--- src/rtl/apb_master_bridge.sv ---
// Single-slave APB requester: command handshake -> SETUP -> ACCESS (+wait states) -> one-cycle response pulse.
// Latency 2 cycles + slave wait states; cmd_ready low while busy, and responses are not backpressured.
module apb_master_bridge #(
    parameter int ADDR_WIDTH     = 16,
    parameter int DATA_WIDTH     = 32,
    parameter int TIMEOUT_CYCLES = 256
) (
    input  logic                  PCLK,
    input  logic                  PRESET,
    input  logic                  cmd_valid,
    output logic                  cmd_ready,
    input  logic                  cmd_write,
    input  logic [ADDR_WIDTH-1:0] cmd_addr,
    input  logic [DATA_WIDTH-1:0] cmd_wdata,
    output logic                  rsp_valid,
    output logic [DATA_WIDTH-1:0] rsp_rdata,
    output logic                  rsp_err,
    output logic                  busy,
    output logic                  PSELx,
    output logic                  PENABLE,
    output logic                  PWRITE,
    output logic [ADDR_WIDTH-1:0] PADDR,
    output logic [DATA_WIDTH-1:0] PWDATA,
    input  logic                  PREADY,
    input  logic [DATA_WIDTH-1:0] PRDATA
);

    localparam int CW      = (TIMEOUT_CYCLES == 0) ? 1 : $clog2(TIMEOUT_CYCLES + 1);
    localparam int LIMIT_I = (TIMEOUT_CYCLES == 0) ? 0 : TIMEOUT_CYCLES - 1;
    localparam logic [CW-1:0] LIMIT = LIMIT_I[CW-1:0];

    typedef enum logic [1:0] {IDLE, SETUP, ACCESS} state_t;

    state_t        state;
    logic [CW-1:0] wait_cnt;
    logic          timeout_hit;

    assign timeout_hit = (TIMEOUT_CYCLES != 0) && (wait_cnt == LIMIT);
    assign cmd_ready   = (state == IDLE);
    assign busy        = (state != IDLE);

    always_ff @(posedge PCLK) begin
        if (PRESET) begin
            state     <= IDLE;
            wait_cnt  <= '0;
            PSELx     <= 1'b0;
            PENABLE   <= 1'b0;
            PWRITE    <= 1'b0;
            PADDR     <= '0;
            PWDATA    <= '0;
            rsp_valid <= 1'b0;
            rsp_err   <= 1'b0;
            rsp_rdata <= '0;
        end else begin
            rsp_valid <= 1'b0;
            rsp_err   <= 1'b0;
            case (state)
                IDLE: begin
                    if (cmd_valid) begin
                        state  <= SETUP;
                        PSELx  <= 1'b1;
                        PWRITE <= cmd_write;
                        PADDR  <= cmd_addr;
                        PWDATA <= cmd_wdata;
                    end
                end
                SETUP: begin
                    state    <= ACCESS;
                    PENABLE  <= 1'b1;
                    wait_cnt <= '0;
                end
                ACCESS: begin
                    // A ready on the limit cycle still wins over the abort.
                    if (PREADY) begin
                        state     <= IDLE;
                        PSELx     <= 1'b0;
                        PENABLE   <= 1'b0;
                        rsp_valid <= 1'b1;
                        rsp_rdata <= PWRITE ? '0 : PRDATA;
                    end else if (timeout_hit) begin
                        state     <= IDLE;
                        PSELx     <= 1'b0;
                        PENABLE   <= 1'b0;
                        rsp_valid <= 1'b1;
                        rsp_err   <= 1'b1;
                        rsp_rdata <= '0;
                    end else if (wait_cnt != '1) begin
                        wait_cnt <= wait_cnt + CW'(1);
                    end
                end
                default: begin
                    state   <= IDLE;
                    PSELx   <= 1'b0;
                    PENABLE <= 1'b0;
                end
            endcase
        end
    end

endmodule

--- config.mk ---
export PLATFORM = sky130hd
export DESIGN_NAME = apb_master_bridge
export DESIGN_NICKNAME = d
export VERILOG_FILES = /design/src/rtl/apb_master_bridge.sv
export SDC_FILE = /design/constraint.sdc
export NUM_CORES = 1
export LEC_CHECK = 0
export ABC_AREA = 0
export CELL_PAD_IN_SITES_DETAIL_PLACEMENT = 1
export CELL_PAD_IN_SITES_GLOBAL_PLACEMENT = 1
export CORE_MARGIN = 10
export CORE_UTILIZATION = 35
export CTS_CLUSTER_SIZE = 12
export DETAILED_ROUTE_END_ITERATION = 8
export DONT_BUFFER_PORTS = 1
export GPL_ROUTABILITY_DRIVEN = 1
export GPL_TIMING_DRIVEN = 0
export HOLD_SLACK_MARGIN = 0.03
export PLACE_DENSITY = 0.62
export REMOVE_ABC_BUFFERS = 1
export SLEW_MARGIN = 25
export SYNTH_ARGS = -nofsm -noshare
export SYNTH_HDL_FRONTEND = slang
export SYNTH_SLANG_ARGS = --single-unit
--- constraint.sdc ---
create_clock -name PCLK -period 2.65 [get_ports PCLK]
set_input_delay 0.3975 -clock PCLK [delete_from_list [all_inputs] [get_ports PCLK]]
set_output_delay 0.3975 -clock PCLK [all_outputs]
set_load 0.03 [all_outputs]
After elaboration in Yosys (flattened, before gate mapping)
Cells that the tools add are included.
{"block": "op_classes", "n_div": 0, "multipliers": 0, "n_reduce_logical": 12, "add_sub_neg": 1, "n_mux": 18, "n_shift": 0, "n_bitwise": 3, "magnitude_cmp": 0, "eq_ne": 9}
{"cell": "$mux W32", "n": 3}
{"cell": "$mux W9", "n": 3}
{"cell": "$pmux W9 S2", "n": 1}
{"cell": "$add A9 B1 Y9 const B", "n": 1}
{"cell": "$eq A9 B8 Y1 const B", "n": 1}
{"cell": "$ne A9 B9 Y1 const B", "n": 1}
{"cell": "$ne A2 B2 Y1 const B", "n": 4}
{"cell": "$reduce_and A2 Y1", "n": 4}
{"cell": "$mux W2", "n": 3}
{"cell": "$pmux W1 S3", "n": 2}
{"cell": "$pmux W2 S3", "n": 1}
{"cell": "$reduce_bool A2 Y1", "n": 3}
{"cell": "$mux W1", "n": 5}
{"cell": "$reduce_and A4 Y1", "n": 1}
{"cell": "$ne A3 B3 Y1 const B", "n": 1}
{"cell": "$not A1 Y1", "n": 3}
{"cell": "$reduce_and A3 Y1", "n": 1}
{"cell": "$reduce_or A3 Y1", "n": 1}
{"cell": "$eq A2 B1 Y1 const B", "n": 1}
{"cell": "$eq A2 B2 Y1 const B", "n": 1}
{"cell": "$logic_not A2 Y1", "n": 1}
{"cell": "$reduce_or A2 Y1", "n": 1}
{"block": "word_totals", "reg_bits": 96, "word_cells": 53, "mem_bits_ro": 0, "out_inout_bits": 87, "latchBits": 0, "memories": 0, "mem_bits_rw": 0, "in_bits": 85}

Longest topological paths before layout
{"block": "logic_depth", "ltp_word": 5, "depth_mapped": 8, "depth_no_buf": 7}

Least setup slack after synthesis
Ideal clock, no wire load.
{"block": "synth_timing", "path_type": "reg-to-reg", "startpoint": "register wait_cnt[0]", "endpoint": "register wait_cnt[5]", "n_path_buf": 1, "arrival_time_ps": 2048, "path_stages_with_launch": 9, "setup_slack_ps": 532, "synth_period_minus_slack_ps": 2118, "required_ps": 2580, "setup_ps": 70, "cell_sequence": "dfxtp_1 -> ha_1 -> nand3_1 -> nor2_1 -> ha_1 -> or4b_1 -> buf_2 -> or4_1 -> a21oi_1"}
{"block": "synth_between", "elab_cells_between_ends": 10, "cone_classes": "add/sub: 1; eq/ne: 4; mux: 4; reduce/logical: 1"}
{"item": "start, declared", "line_no": "35", "rtl": "logic [CW-1:0] wait_cnt;"}
{"item": "start signal, assigned", "line_no": "88", "rtl": "wait_cnt <= wait_cnt + CW'(1);"}
{"item": "$eq A9 B8 Y1", "line_no": "38", "rtl": "assign timeout_hit = (TIMEOUT_CYCLES != 0) && (wait_cnt == LIMIT);"}
{"item": "named net timeout_hit", "line_no": "36", "rtl": "logic timeout_hit;"}
{"item": "$ne A2 B2 Y1 (no source line)"}
{"item": "$reduce_and A4 Y1 (no source line)"}
The timed path passes the listed nets, and every way through them passes these cells. The select of a mux whose other input is x is not followed.
A chain may end at the register's enable or synchronous reset.

Worst setup path in the final report
{"block": "layout_timing", "startpoint": "register wait_cnt[0]", "endpoint": "register wait_cnt[7]"}
Same word-level chain as after synthesis.

==> metrics.csv <==
metric,value,unit
final_core_util,40.4,%
io_pins,172,
portBuffers,0,
synthAdderAreaFrac,1.05,%
cts_tree,built,
drtIter0Drc,116,
p_total,3.08,mW
hold_ws,0.0987,ns
cts_made_buffers,9,
area_growth,11.2,%
synth_xor_area_share,0,%
synthMuxAreaShare,14.3,%
postCtsSetupBuffers,0,
synth-edff-count,0,
synth_seq_cells,96,
cp.required,2.94,ns
leakagePower,1.47,nW
fin_crit,2.35,ns
ys_warn_count,0,
grt_pass1_wl,15900,µm
hold_class,in -> reg,
yosysSeqAreaShare,53.7,%
ir_worst_vdd,0.000328,V
diodes,0,
ctsHtreeMaxLevel,3,
num_rows,36,
worstPathArrival,2.64,ns
fin_skew,0.00887,ns
cp_common_cell,ha_1,
avgSynthCellArea,9.30,µm²
path_class,reg -> reg,
grt-ovfl-total,0,
rsz0062_at_grt,false,
post-dp-hpwl,7520,µm
grt_pass1_vias,2847,
setup_violations,0,
core,9860,µm²
dp_slack,0.329,ns
cp_top_family,simple AND/OR/NAND/NOR gates,
synth_compound_area_share,12.1,%
maxSlewViolCount,0,
cpPeakStageDelay,0.62,ns
hold_viol,0,
cap_violations,0,
chipWidth,121,µm
worst_slew_pin_slew,0.768,ns
ys.flop_type,dfxtp_1,
relSlewSlack,48.8,%
synth_top_area_share,53.7,%
critPathCaptureType,register,
cts.clk_slew.worst_paths,0.09,ns
gp_congestion,0.705,
fp.dieH,121,µm
cts_resized,0,
routedWlPerCell,19.9,µm
drive_gt1_share,7.92,%
num_vias,2652,
yosys.area.top_type,dfxtp_1,
initial_utilization,36.3,%
dieArea,14700,µm²
cts_root_buf,clkbuf_8,
critPathBufInv,0,
drc,0,
post_drt_via_cell_ratio,5.18,
fin_ws,0.298,ns
path_cells,"ha_1, nand3_1, nor2_1, ha_1, or4b_1, or4_1, a21oi_1",
synth_area_leaders,"dfxtp_1 (54%), mux2i_1 (14%), a21oi_1 (5.6%)",
fmax,425,MHz
clk_path_buf_depth,2,
first_pass_iters,4,
clock_sinks,96,
synthesis.area,3580,µm²
clk_latency,0.36,ns
cpMaxStageDelayCell,or4b_1,
ant_nets,0,
yosys.cell_types.count,30,
fill_cells,1122,
async_flop_share,0,%
num-nets-final,462,
crit_path_max_fanout,7,
postCtsHoldBufs,0,
grt_max_degree,90,
outcome,completed,
routed_wl,10200,µm
track_usage,13.6,%
cp-start-kind,register,
pwr_density_cell,773,nW/µm²
fin_tns_setup,0,ns
synth_top_family_by_area,simple AND/OR/NAND/NOR gates,
antenna_found_initial,1,
synth-simple-area-share,14.5,%
netlist_instances,385,
finalCritPeriodShare,88.7,%
[final timing paths]
kind	from	endpoint	slack, ns	depth (start not counted)
worst min register to register	wait_cnt[7]	wait_cnt[7]	0.50	2
worst max register to register	wait_cnt[0]	wait_cnt[7]	0.30	7
worst min-delay path	PRESET	PWDATA[4]	0.1	1
worst max-delay path	wait_cnt[0]	wait_cnt[7]	0.30	7
[state kept, by name (all words and copies together) (netlist names)]
register and count:
rsp_rdata 32, PSELx 1, state 2, rsp_err 1
PWRITE 1, wait_cnt 9, PADDR 16, rsp_valid 1
PWDATA 32, PENABLE 1
[cell type report]
cell class | instances | area (µm²) | share of cell area (%)
well taps | 133 | 166 | 4.18
clock buffers | 12 | 155 | 3.90
inverters | 6 | 22.5 | 0.566
clock inverters | 4 | 98.8 | 2.48
multi-input cells | 251 | 1530 | 38.5
repair buffers | 10 | 86.3 | 2.17
flip-flops and latches | 96 | 1920 | 48.3
[kinds of logic (layout without fill, tap and decap cells)]
logic type                 after synthesis  after routing
DFF                                     96             96
AOI/OAI and AO/OA                       82             82
buffers and inverters                   38             32
adders and majority gates                3              3
muxes                                   51             51
and+or+nand+nor                        115            115
[synthesized netlist by cell type, types with 2 or more instances]
cell	count
a21oi_1	40
nor2_1	53
clkbuf_1	24
inv_1	6
nand3_1	4
o21ai_0	33
dfxtp_1	96
nand2b_1	2
o31ai_1	4
buf_4	2
nand2_1	35
or4_1	3
buf_2	6
mux2i_1	51
or4b_1	2
nor4_1	2
or3_1	4
o211ai_1	3
nand3b_1	2
ha_1	3
[metrics by stage]
stage,instance area [µm²],cells
after floorplan,3450,353
after global placement,3610,486
after detailed placement,3730,496
after CTS,3980,512
after global routing,3980,512
final,3980,512
[power by group]
part,internal (mW),switching [mW]
Clock,0.683,0.506
Combinational,0.0931,0.108
Sequential,1.51,0.182
Total,2.28,0.796
[layout by cell type, fill, tap and decap left out, drive strengths merged]
master	n
dfxtp	96
nor2	53
mux2i	51
a21oi	40
nand2	35
o21ai	33
clkbuf	12
buf	10
inv	7
nand3	4
o31ai	4
or3	4
or4	3
o211ai	3
ha	3
bufinv	3
or4b	2
nand3b	2
nor4	2
nand2b	2
nand4	1
nor3b	1
and2	1
nor4bb	1
nand4b	1
or3b	1
a31oi	1
nor3	1
nor4b	1
o211a	1
[worst register-to-register path, stage by stage (launching register included)]
cell and delay (ns):
dfxtp_1 0.36, ha_1 0.24, nand3_1 0.09, nor2_1 0.06
ha_1 0.26, or4b_1 0.62, or4_1 0.52, a21oi_1 0.15
[metal layers]
metal,share of wire (%),GRT usage [%],vias up
met3,15,9.54,11
met2,46,21.1,119
li1,-,-,1286
met1,37,14.0,1234
met5,0.13,0,-
met4,1.2,5.14,2
Power figures use the tool's default switching activity.
